**config.mk**
```make
export PLATFORM = sky130hd
export DESIGN_NAME = reg_file_sb_flat
export DESIGN_NICKNAME = d
export VERILOG_FILES = /design/src/rtl/reg_file_pkg.sv /design/src/rtl/reg_file_sb_if.sv /design/src/rtl/reg_file_sb_scoreboard.sv /design/src/rtl/reg_file_sb.sv /design/src/flat_wrapper.sv
export SDC_FILE = /design/constraint.sdc
export NUM_CORES = 1
export LEC_CHECK = 0
export BUFFER_PORTS_ARGS = -buffer_cell sky130_fd_sc_hd__buf_4
export CORE_MARGIN = 3
export CORE_UTILIZATION = 40
export DETAILED_ROUTE_END_ITERATION = 6
export GPL_TIMING_DRIVEN = 0
export SYNTH_ARGS = -nofsm -noshare
export SYNTH_HDL_FRONTEND = slang
export SYNTH_SLANG_ARGS = --single-unit
export TNS_END_PERCENT = 50
```
**constraint.sdc**
```tcl
create_clock -name clk -period 9.8 [get_ports clk]
set_clock_uncertainty 0.1 [all_clocks]
set_input_delay 1.96 -clock clk [delete_from_list [all_inputs] [get_ports clk]]
set_output_delay 1.96 -clock clk [all_outputs]
set_load 0.02 [all_outputs]
```
**src/rtl/reg_file_pkg.sv**
```systemverilog
// reg_file_pkg: shared FSM state type, default sizes and the packed-bus field extractor
// used by reg_file_sb and its scoreboard.
package reg_file_pkg;

    typedef enum logic {
        IDLE  = 1'b0,
        CLEAR = 1'b1
    } rf_state_e;

    localparam int DEF_DATA_W  = 32;
    localparam int DEF_ADDR_W  = 5;
    localparam int DEF_NUM_RD  = 2;
    localparam int MAX_FIELD_W = 64;
    localparam int MAX_BUS_W   = 4 * MAX_FIELD_W;

    // Field k of width w from a packed bus; callers narrow the result to their own width.
    function automatic logic [MAX_FIELD_W-1:0] unpack_field(
        input logic [MAX_BUS_W-1:0] bus,
        input int                   k,
        input int                   w
    );
        logic [MAX_BUS_W-1:0]   shifted;
        logic [MAX_FIELD_W-1:0] mask;
        shifted = bus >> (k * w);
        mask    = (w >= MAX_FIELD_W) ? '1 : ((64'd1 << w) - 64'd1);
        return shifted[MAX_FIELD_W-1:0] & mask;
    endfunction

endpackage

```
**src/rtl/reg_file_sb_if.sv**
```systemverilog
// reg_file_sb_if: decode/writeback side bundle of reg_file_sb; master is the pipeline,
// slave is the register file.
interface reg_file_sb_if #(
    parameter int DATA_W = reg_file_pkg::DEF_DATA_W,
    parameter int ADDR_W = reg_file_pkg::DEF_ADDR_W,
    parameter int NUM_RD = reg_file_pkg::DEF_NUM_RD
);
    logic                     rg_clr_req;
    logic                     rg_ready;
    logic                     rg_wrt_en;
    logic [ADDR_W-1:0]        rg_wrt_addr;
    logic [DATA_W-1:0]        rg_wrt_data;
    logic                     rg_sb_set_en;
    logic [ADDR_W-1:0]        rg_sb_set_addr;
    logic [NUM_RD*ADDR_W-1:0] rg_rd_addr;
    logic [NUM_RD*DATA_W-1:0] rg_rd_data;
    logic [NUM_RD-1:0]        rg_rd_busy;

    modport master (
        output rg_clr_req, rg_wrt_en, rg_wrt_addr, rg_wrt_data,
               rg_sb_set_en, rg_sb_set_addr, rg_rd_addr,
        input  rg_ready, rg_rd_data, rg_rd_busy
    );

    modport slave (
        input  rg_clr_req, rg_wrt_en, rg_wrt_addr, rg_wrt_data,
               rg_sb_set_en, rg_sb_set_addr, rg_rd_addr,
        output rg_ready, rg_rd_data, rg_rd_busy
    );

endinterface

```
**src/rtl/reg_file_sb_scoreboard.sv**
```systemverilog
// reg_file_sb_scoreboard: one pending bit per register, set at issue, cleared at writeback,
// flushed by a clear request, with NUM_RD combinational lookups.
module reg_file_sb_scoreboard
    import reg_file_pkg::*;
#(
    parameter int ADDR_W = DEF_ADDR_W,
    parameter int NUM_RD = DEF_NUM_RD
) (
    input  logic                     clk,
    input  logic                     reset,
    input  logic                     flush,
    input  logic                     set_en,
    input  logic [ADDR_W-1:0]        set_addr,
    input  logic                     clr_en,
    input  logic [ADDR_W-1:0]        clr_addr,
    input  logic [NUM_RD*ADDR_W-1:0] lookup_addr,
    output logic [NUM_RD-1:0]        lookup_busy
);
    localparam int DEPTH = 1 << ADDR_W;

    logic [DEPTH-1:0]     pending;
    logic [MAX_BUS_W-1:0] lookup_bus;

    assign lookup_bus = MAX_BUS_W'(lookup_addr);

    // Set is applied after clear so a same-cycle reissue leaves the destination pending.
    always_ff @(posedge clk or negedge reset) begin
        if (!reset) begin
            pending <= '0;
        end else if (flush) begin
            pending <= '0;
        end else begin
            if (clr_en) pending[clr_addr] <= 1'b0;
            if (set_en) pending[set_addr] <= 1'b1;
        end
    end

    always_comb begin
        lookup_busy = '0;
        for (int k = 0; k < NUM_RD; k++) begin
            lookup_busy[k] = pending[ADDR_W'(unpack_field(lookup_bus, k, ADDR_W))];
        end
    end

endmodule

```
**src/rtl/reg_file_sb.sv**
```systemverilog
// reg_file_sb: register file with optional hardwired x0, pending-write scoreboard and a
// self-timed clear sweep. Define REGFILE_BYPASS_EN to forward same-cycle writeback to reads.
module reg_file_sb
    import reg_file_pkg::*;
#(
    parameter int DATA_W   = DEF_DATA_W,
    parameter int ADDR_W   = DEF_ADDR_W,
    parameter int NUM_RD   = DEF_NUM_RD,
    parameter int ZERO_REG = 1
) (
    input logic          clk,
    input logic          reset,
    reg_file_sb_if.slave rg
);
    localparam int                DEPTH = 1 << ADDR_W;
    localparam logic [ADDR_W-1:0] LAST  = ADDR_W'(DEPTH - 1);

    rf_state_e         state;
    logic [ADDR_W-1:0] clr_ptr;
    logic              ready_q;
    logic [DATA_W-1:0] mem [DEPTH];

    logic                     idle;
    logic                     accept_clr;
    logic                     wrt_zero;
    logic                     set_zero;
    logic                     wrt_fire;
    logic                     set_fire;
    logic [MAX_BUS_W-1:0]     rd_addr_bus;
    logic [ADDR_W-1:0]        ra;
    logic [NUM_RD-1:0]        sb_busy;
    logic [NUM_RD-1:0]        rd_busy;
    logic [NUM_RD*DATA_W-1:0] rd_data;

    assign idle        = (state == IDLE);
    assign accept_clr  = idle && rg.rg_clr_req;
    assign wrt_zero    = (ZERO_REG != 0) && (rg.rg_wrt_addr == '0);
    assign set_zero    = (ZERO_REG != 0) && (rg.rg_sb_set_addr == '0);
    assign wrt_fire    = idle && !rg.rg_clr_req && rg.rg_wrt_en && !wrt_zero;
    assign set_fire    = idle && !rg.rg_clr_req && rg.rg_sb_set_en && !set_zero;
    assign rd_addr_bus = MAX_BUS_W'(rg.rg_rd_addr);

    // Sweep walks every entry once; the pointer wraps to 0 on its own after the last entry.
    always_ff @(posedge clk or negedge reset) begin
        if (!reset) begin
            state   <= CLEAR;
            clr_ptr <= '0;
            ready_q <= 1'b0;
        end else begin
            case (state)
                IDLE: begin
                    if (rg.rg_clr_req) begin
                        state   <= CLEAR;
                        clr_ptr <= '0;
                        ready_q <= 1'b0;
                    end
                end
                CLEAR: begin
                    clr_ptr <= clr_ptr + ADDR_W'(1);
                    if (clr_ptr == LAST) begin
                        state   <= IDLE;
                        ready_q <= 1'b1;
                    end
                end
                default: begin
                    state   <= CLEAR;
                    clr_ptr <= '0;
                    ready_q <= 1'b0;
                end
            endcase
        end
    end

    // Storage is deliberately unreset; the sweep is what gives it a known value.
    always_ff @(posedge clk) begin
        if (!idle) begin
            mem[clr_ptr] <= '0;
        end else if (wrt_fire) begin
            mem[rg.rg_wrt_addr] <= rg.rg_wrt_data;
        end
    end

    reg_file_sb_scoreboard #(
        .ADDR_W (ADDR_W),
        .NUM_RD (NUM_RD)
    ) u_scoreboard (
        .clk         (clk),
        .reset       (reset),
        .flush       (accept_clr),
        .set_en      (set_fire),
        .set_addr    (rg.rg_sb_set_addr),
        .clr_en      (wrt_fire),
        .clr_addr    (rg.rg_wrt_addr),
        .lookup_addr (rg.rg_rd_addr),
        .lookup_busy (sb_busy)
    );

    always_comb begin
        rd_data = '0;
        rd_busy = '0;
        ra      = '0;
        for (int k = 0; k < NUM_RD; k++) begin
            ra = ADDR_W'(unpack_field(rd_addr_bus, k, ADDR_W));
            if (!idle || ((ZERO_REG != 0) && (ra == '0))) begin
                rd_data[k*DATA_W +: DATA_W] = '0;
                rd_busy[k]                  = 1'b0;
            end
`ifdef REGFILE_BYPASS_EN
            else if (rg.rg_wrt_en && (ra == rg.rg_wrt_addr)) begin
                rd_data[k*DATA_W +: DATA_W] = rg.rg_wrt_data;
                rd_busy[k]                  = 1'b0;
            end
`endif
            else begin
                rd_data[k*DATA_W +: DATA_W] = mem[ra];
                rd_busy[k]                  = sb_busy[k];
            end
        end
    end

    assign rg.rg_rd_data = rd_data;
    assign rg.rg_rd_busy = rd_busy;
    assign rg.rg_ready   = ready_q;

endmodule

```
**src/flat_wrapper.sv**
```systemverilog
// flat-port wrapper written by rule: the top's interface ports become plain ports
module reg_file_sb_flat import reg_file_pkg::*;
#(
    parameter int DATA_W   = DEF_DATA_W,
    parameter int ADDR_W   = DEF_ADDR_W,
    parameter int NUM_RD   = DEF_NUM_RD,
    parameter int ZERO_REG = 1
)
  (clk, reset, rg_rg_clr_req, rg_rg_wrt_en, rg_rg_wrt_addr, rg_rg_wrt_data, rg_rg_sb_set_en, rg_rg_sb_set_addr, rg_rg_rd_addr, rg_rg_ready, rg_rg_rd_data, rg_rg_rd_busy);
  reg_file_sb_if #(.DATA_W(DATA_W), .ADDR_W(ADDR_W), .NUM_RD(NUM_RD)) rg_i ();
  input logic clk;
  input logic reset;
  input wire logic [$bits(rg_i.rg_clr_req)-1:0] rg_rg_clr_req;
  input wire logic [$bits(rg_i.rg_wrt_en)-1:0] rg_rg_wrt_en;
  input wire logic [$bits(rg_i.rg_wrt_addr)-1:0] rg_rg_wrt_addr;
  input wire logic [$bits(rg_i.rg_wrt_data)-1:0] rg_rg_wrt_data;
  input wire logic [$bits(rg_i.rg_sb_set_en)-1:0] rg_rg_sb_set_en;
  input wire logic [$bits(rg_i.rg_sb_set_addr)-1:0] rg_rg_sb_set_addr;
  input wire logic [$bits(rg_i.rg_rd_addr)-1:0] rg_rg_rd_addr;
  output wire logic [$bits(rg_i.rg_ready)-1:0] rg_rg_ready;
  output wire logic [$bits(rg_i.rg_rd_data)-1:0] rg_rg_rd_data;
  output wire logic [$bits(rg_i.rg_rd_busy)-1:0] rg_rg_rd_busy;
  assign rg_i.rg_clr_req = rg_rg_clr_req;
  assign rg_i.rg_wrt_en = rg_rg_wrt_en;
  assign rg_i.rg_wrt_addr = rg_rg_wrt_addr;
  assign rg_i.rg_wrt_data = rg_rg_wrt_data;
  assign rg_i.rg_sb_set_en = rg_rg_sb_set_en;
  assign rg_i.rg_sb_set_addr = rg_rg_sb_set_addr;
  assign rg_i.rg_rd_addr = rg_rg_rd_addr;
  assign rg_rg_ready = rg_i.rg_ready;
  assign rg_rg_rd_data = rg_i.rg_rd_data;
  assign rg_rg_rd_busy = rg_i.rg_rd_busy;
  reg_file_sb #(.DATA_W(DATA_W), .ADDR_W(ADDR_W), .NUM_RD(NUM_RD), .ZERO_REG(ZERO_REG)) u_core (.clk(clk), .reset(reset), .rg(rg_i));
endmodule
```
# ---- Word level (Yosys, flattened, before mapping)
# Memory sizes are Yosys's and may differ from the RTL's.
# Index checks and enable logic that the tools add are counted.
# W data, S select, Z words.
dict set report word_totals {
  register_bits 39
  ramBits 1024
  input_bits 57
  out_inout_bits 67
  word_cells 69
  n_memories 1
}
dict set report op_classes {
  add_sub_neg 1
  order_cmp 6
  eq_ne 3
  n_mux 31
  bitwise 4
  n_reduce_logical 19
}
# name words word_bits read_ports rd_clocked_by_memory_dff wr line_no
set mem_list {}
lappend mem_list {u_core.mem 32 32 2 0 1 reg_file_sb.sv:21} ;# logic [DATA_W-1:0] mem [DEPTH];
# op count
set ops {}
lappend ops {{$mux W32} 7}
lappend ops {{$and A32 B32 Y32} 1}
lappend ops {{$not A32 Y32} 1}
lappend ops {{$or A32 B32 Y32} 1}
lappend ops {{$reduce_or A32 Y1} 1}
lappend ops {{$lt A5 B6 Y1 const B} 4}
lappend ops {{$logic_not A5 Y1} 4}
lappend ops {{$mux W1} 15}
lappend ops {{$bmux W1 S5} 2}
lappend ops {{$demux W1 S5} 2}
lappend ops {{$ge A5 B1 Y1 const B} 2}
lappend ops {{$mux W5} 2}
lappend ops {{$pmux W5 S2} 1}
lappend ops {{$logic_and A1 B1 Y1} 8}
lappend ops {{$add A5 B1 Y5 const B} 1}
lappend ops {{$eq A5 B5 Y1 const B} 1}
lappend ops {{$ne A2 B2 Y1 const B} 2}
lappend ops {{$pmux W1 S2} 2}
lappend ops {{$logic_not A1 Y1} 3}
lappend ops {{$logic_or A1 B1 Y1} 2}
lappend ops {{$reduce_and A2 Y1} 1}
lappend ops {{$not A1 Y1} 1}

# ---- Longest topological paths before layout
dict set report logic_depth {
  word_depth 11
  ltp_mapped 9
  ltp_nobuf 5
}

# ---- Hierarchy
# From an unflattened synthesis, not the netlist that was laid out.
dict set report hier_totals {
  cells_unflattened 2863
  hier_area_um2 50621.0
}
# module n_inst cells_per_inst area_per_inst_um2 seq_area_each_um2
set modules_own_cells {}
lappend modules_own_cells {reg_file_sb 1 2619 48525.3 30925.9}
lappend modules_own_cells {reg_file_sb_scoreboard 1 244 2095.8 800.8}

# ---- Worst setup path after synthesis
# OpenSTA, ideal clock, no wires.
dict set report synth_timing {
  path_kind {input-to-output}
  start {input port rg_rg_rd_addr[5]}
  end {output port rg_rg_rd_data[32]}
  arrival_ns 3.572
  required_time_ns 7.740
  path_slack_ns 4.168
  stages 7
  n_path_buf 3
  path_cell_list {buf_2 -> buf_6 -> buf_2 -> mux4_2 -> mux2_2 -> nand2_1 -> nand4_1}
}
dict set report synth_between {
  elab_chain_len 3
  word_cells_on_any_way 4
  classes_between {mux (1); reduce/logical (2); memory (1)}
}
# item line_no
set synth_rtl {}
lappend synth_rtl {{from (decl)} flat_wrapper.sv:19} ;# input wire logic [$bits(rg_i.rg_rd_addr)-1:0] rg_rg_rd_addr;
lappend synth_rtl {{branches (longest 2 deep; another with $mem_v2 Z32 W32)} -}
lappend synth_rtl {{$mux W32 *} reg_file_sb.sv:104} ;# if (!idle || ((ZERO_REG != 0) && (ra == '0))) begin
lappend synth_rtl {{to (decl)} flat_wrapper.sv:21} ;# output wire logic [$bits(rg_i.rg_rd_data)-1:0] rg_rg_rd_data;
# Mark *: on every way between the ends.

# ---- Worst setup path after layout
dict set report layout_timing {
  start {input port rg_rg_rd_addr[0]}
  end {output port rg_rg_rd_data[27]}
}
# The elaborated chain is that of the path after synthesis.

==> flow_summary.json <==
{
  "syn2layout_area_growth_pct": 15.18,
  "mostFrequentLayoutCells": "edfxtp_1 (1024), mux4_2 (440), mux2i_1 (317)",
  "clk_path_buf_depth": 3,
  "hold_class": "register to register",
  "hold_end": "u_core.u_scoreboard.pending[0]$_DFF_PN0_",
  "final_hold_viol_count": 0,
  "startpoint_type": "primary input",
  "drtAntennaViolNets": 0,
  "core_mm2": 0.1243,
  "die_y_um": 360.7,
  "sequentialPowerShare": 0.467,
  "power_density_mw_per_mm2": 210.1,
  "dpl.hpwl_mm": 132.8,
  "p_int_mw": 8.751,
  "cts_tree": "yes",
  "seqCellArea_mm2": 0.03173,
  "r2r_setup_slack_ps": 6020,
  "syn_nets": 2813,
  "grt_max_degree": 40,
  "drc": 0,
  "synth-seq-area-share": 0.6304,
  "io_buffers": 115,
  "worstSkewPairLatency_ps": 680,
  "cts_max_level": 3,
  "cts_setup_buffers": 0,
  "synthAdderAreaFrac": 0.0004972,
  "clkTransAtPathRegs_ps": 70,
  "hold_start": "u_core.u_scoreboard.pending[0]$_DFF_PN0_",
  "rows": 129,
  "dr.pass1.iters": 6,
  "clock-sinks": 1063,
  "drt_iter0_drc": 5108,
  "antenna_found_initial": 10,
  "drv_cap": 0,
  "cts-resized-gates": 0,
  "die_area_mm2": 0.1301,
  "synth_compound_area_frac": 0.04209,
  "grtUsageTotal": 0.2770,
  "ctsRootBufferMaster": "clkbuf_16",
  "worst_r2r_endpoint": "u_core.mem[10][14]$_DFFE_PP_",
  "grt-ovfl-total": 0,
  "clkPwrFrac": 0.354,
  "status": "complete, but fails checks",
  "power_switching_mw": 3.429,
  "synth_top_family_by_area": "multiplexers",
  "synthDistinctLibCells": 55,
  "whs_ps": 444.5,
  "synth_area_mm2": 0.05033,
  "cts_hold_buf": 0,
  "p_sw_frac": 0.2815,
  "via_per_inst": 6.700,
  "total_power_mw": 12.18,
  "cp.arrival_ps": 5540,
  "die_x_um": 360.7,
  "hold_depth": 1,
  "worstPathRequired_ps": 7740,
  "routed_wl_mm": 183.2,
  "start_util": 0.4049,
  "num-fill-cells": 10320,
  "end_kind": "output port",
  "combPwrFrac": 0.179,
  "synth_xor_area_frac": 0.0003481,
  "dpl_cell_area_mm2": 0.05429,
  "violations": "max-slew violations",
  "postSynthAreaPerCell_um2": 18.27,
  "rsz0062_at_grt": "no",
  "drive_above_1_share": 0.3175,
  "routabilityCongestion": 0.9663,
  "num_vias": 31820,
  "tns_ps": 0,
  "ios": 124,
  "grt_pass1_wl_mm": 250.6,
  "p_leak_nw": 19.81,
  "fin_crit_sh": 0.7758,
  "rr_startpoint": "u_core.state$_DFF_PN1_",
  "max_slew_margin": -0.05280,
  "reg2reg_depth": 5,
  "ys.flop_type": "edfxtp_1",
  "ys_warn_count": 0,
  "synthMuxAreaShare": 0.2689,
  "synth_edf_count": 1024,
  "synthArstFlopShare": 0.03669,
  "multi_input_area_mm2": 0.01773,
  "design_area_mm2": 0.05797,
  "fmax_ghz": 0.1315,
  "vdd_drop_max_mv": 0.1471,
  "crit_type": "primary input to output port",
  "wl_per_cell_um": 38.58,
  "synth-simple-area-share": 0.03530,
  "postSynthCellCount": 2754,
  "grt_pass1_vias": 31120,
  "setup_viol": 0,
  "tightest_slew_ps": 1579,
  "numCtsBuffers": 109,
  "post-place-ws_ps": 2330,
  "critPathMaxFanout": 10,
  "final_common_cell": "edfxtp_1",
  "worst_slack_ps": 2197,
  "finalMaxSlewViolations": 4,
  "layout.nets": 3074,
  "finalCriticalPeriod_ps": 7603,
  "synth-seq-cells": 1063
}
## flip-flops by register name, indices dropped and copies added (netlist names)
signal                       count
u_core.mem                    1024
u_core.clr_ptr                   5
u_core.rg.rg_ready               1
u_core.u_scoreboard.pending     32
u_core.state                     1
## per-stage QoR
stage | instances | utilization
floorplan | 2754 | -
global placement | 4506 | 0.4284
detailed placement | 4541 | 0.4368
CTS | 4743 | 0.4663
global route | 4743 | 0.4663
finish | 4749 | 0.4664
## synth_stat cells (all sizes together), types with 2 or more instances
cell	count	area, um2
nand4	9	56.30
nand2	97	364.1
and2	41	256.5
nor2	48	182.7
clkbuf	69	262.8
a211o	26	227.7
nand3	48	240.2
dfrtp	38	950.9
o41a	2	22.52
a22oi	66	495.5
ha	2	25.02
a21o	2	15.01
nor3b	2	15.01
a22o	3	26.28
a32oi	4	35.03
inv	5	18.77
or2	44	275.3
or3b	3	26.28
a211oi	7	52.55
nand3b	6	45.04
mux2i	317	3173
mux2	40	450.4
edfxtp	1024	30750
a21oi	59	295.3
nor2b	21	131.4
o221ai	6	52.55
a31oi	29	181.4
o21ai	37	185.2
o22ai	81	506.7
mux4	440	9910
o31ai	2	15.01
nor3	10	50.05
and3	3	18.77
nor4	2	12.51
or4	2	18.77
nand2b	7	43.79
buf	144	848.3
## worst max-delay path by stage
| stage | cells after the start | slack (ps) | endpoint | startpoint |
|---|---|---|---|---|
| 2_1_floorplan | 7 | 4170 | rg_rg_rd_data[32] | rg_rg_rd_addr[5] |
| 3_3_place_gp | 8 | 2390 | rg_rg_rd_data[3] | rg_rg_rd_addr[0] |
| 3_5_place_dp | 8 | 2330 | rg_rg_rd_data[3] | rg_rg_rd_addr[0] |
| 4_1_cts | 8 | 2330 | rg_rg_rd_data[3] | rg_rg_rd_addr[0] |
| 5_1_grt | 8 | 2220 | rg_rg_rd_data[21] | rg_rg_rd_addr[0] |
| 6_report | 8 | 2200 | rg_rg_rd_data[27] | rg_rg_rd_addr[0] |
## per-layer routing
| metal | track usage | share of wire | vias up |
|---|---|---|---|
| li1 | - | - | 12130 |
| met1 | 0.3671 | 0.37 | 16860 |
| met2 | 0.4260 | 0.46 | 2424 |
| met3 | 0.08295 | 0.13 | 398 |
| met4 | 0.1197 | 0.047 | 4 |
| met5 | 0 | 0.00010 | - |
## layout make-up
cell class	count	share of cell area
sequential	1063	0.5473
multi-input combinational	1473	0.3059
clock buffer	132	0.04980
tap	1637	0.03533
timing repair buffer	150	0.02849
buffer	213	0.01919
clock inverter	70	0.01340
inverter	5	0.0003238
antenna	6	0.0002590
## kinds of logic (layout without fill, tap and decap cells)
logic type	count (synthesis)	count (layout)
compound gates	325	325
simple gates	347	347
fa+ha+maj	2	2
xor+xnor	2	2
mux	797	797
flops	1063	1063
buf+inv	218	570
other cells	0	6
## power by group through the flow
stage / sequential, mW / clock (mW) / combinational, mW
floorplan: 5.71 / 0 / 1.14
global placement: 5.79 / 0 / 1.91
detailed placement: 5.77 / 0 / 2.14
CTS: 5.68 / 4.32 / 2.14
global route: 5.72 / 4.51 / 2.24
finish: 5.69 / 4.31 / 2.18
## critical path, stage by stage
cell,delay (ps)
buf_2,260
buf_2,380
nand3b_1,740
buf_2,450
o22ai_1,310
a211o_1,380
a31oi_1,740
buf_4,280
No activity file was read; power rests on OpenSTA's default activity.
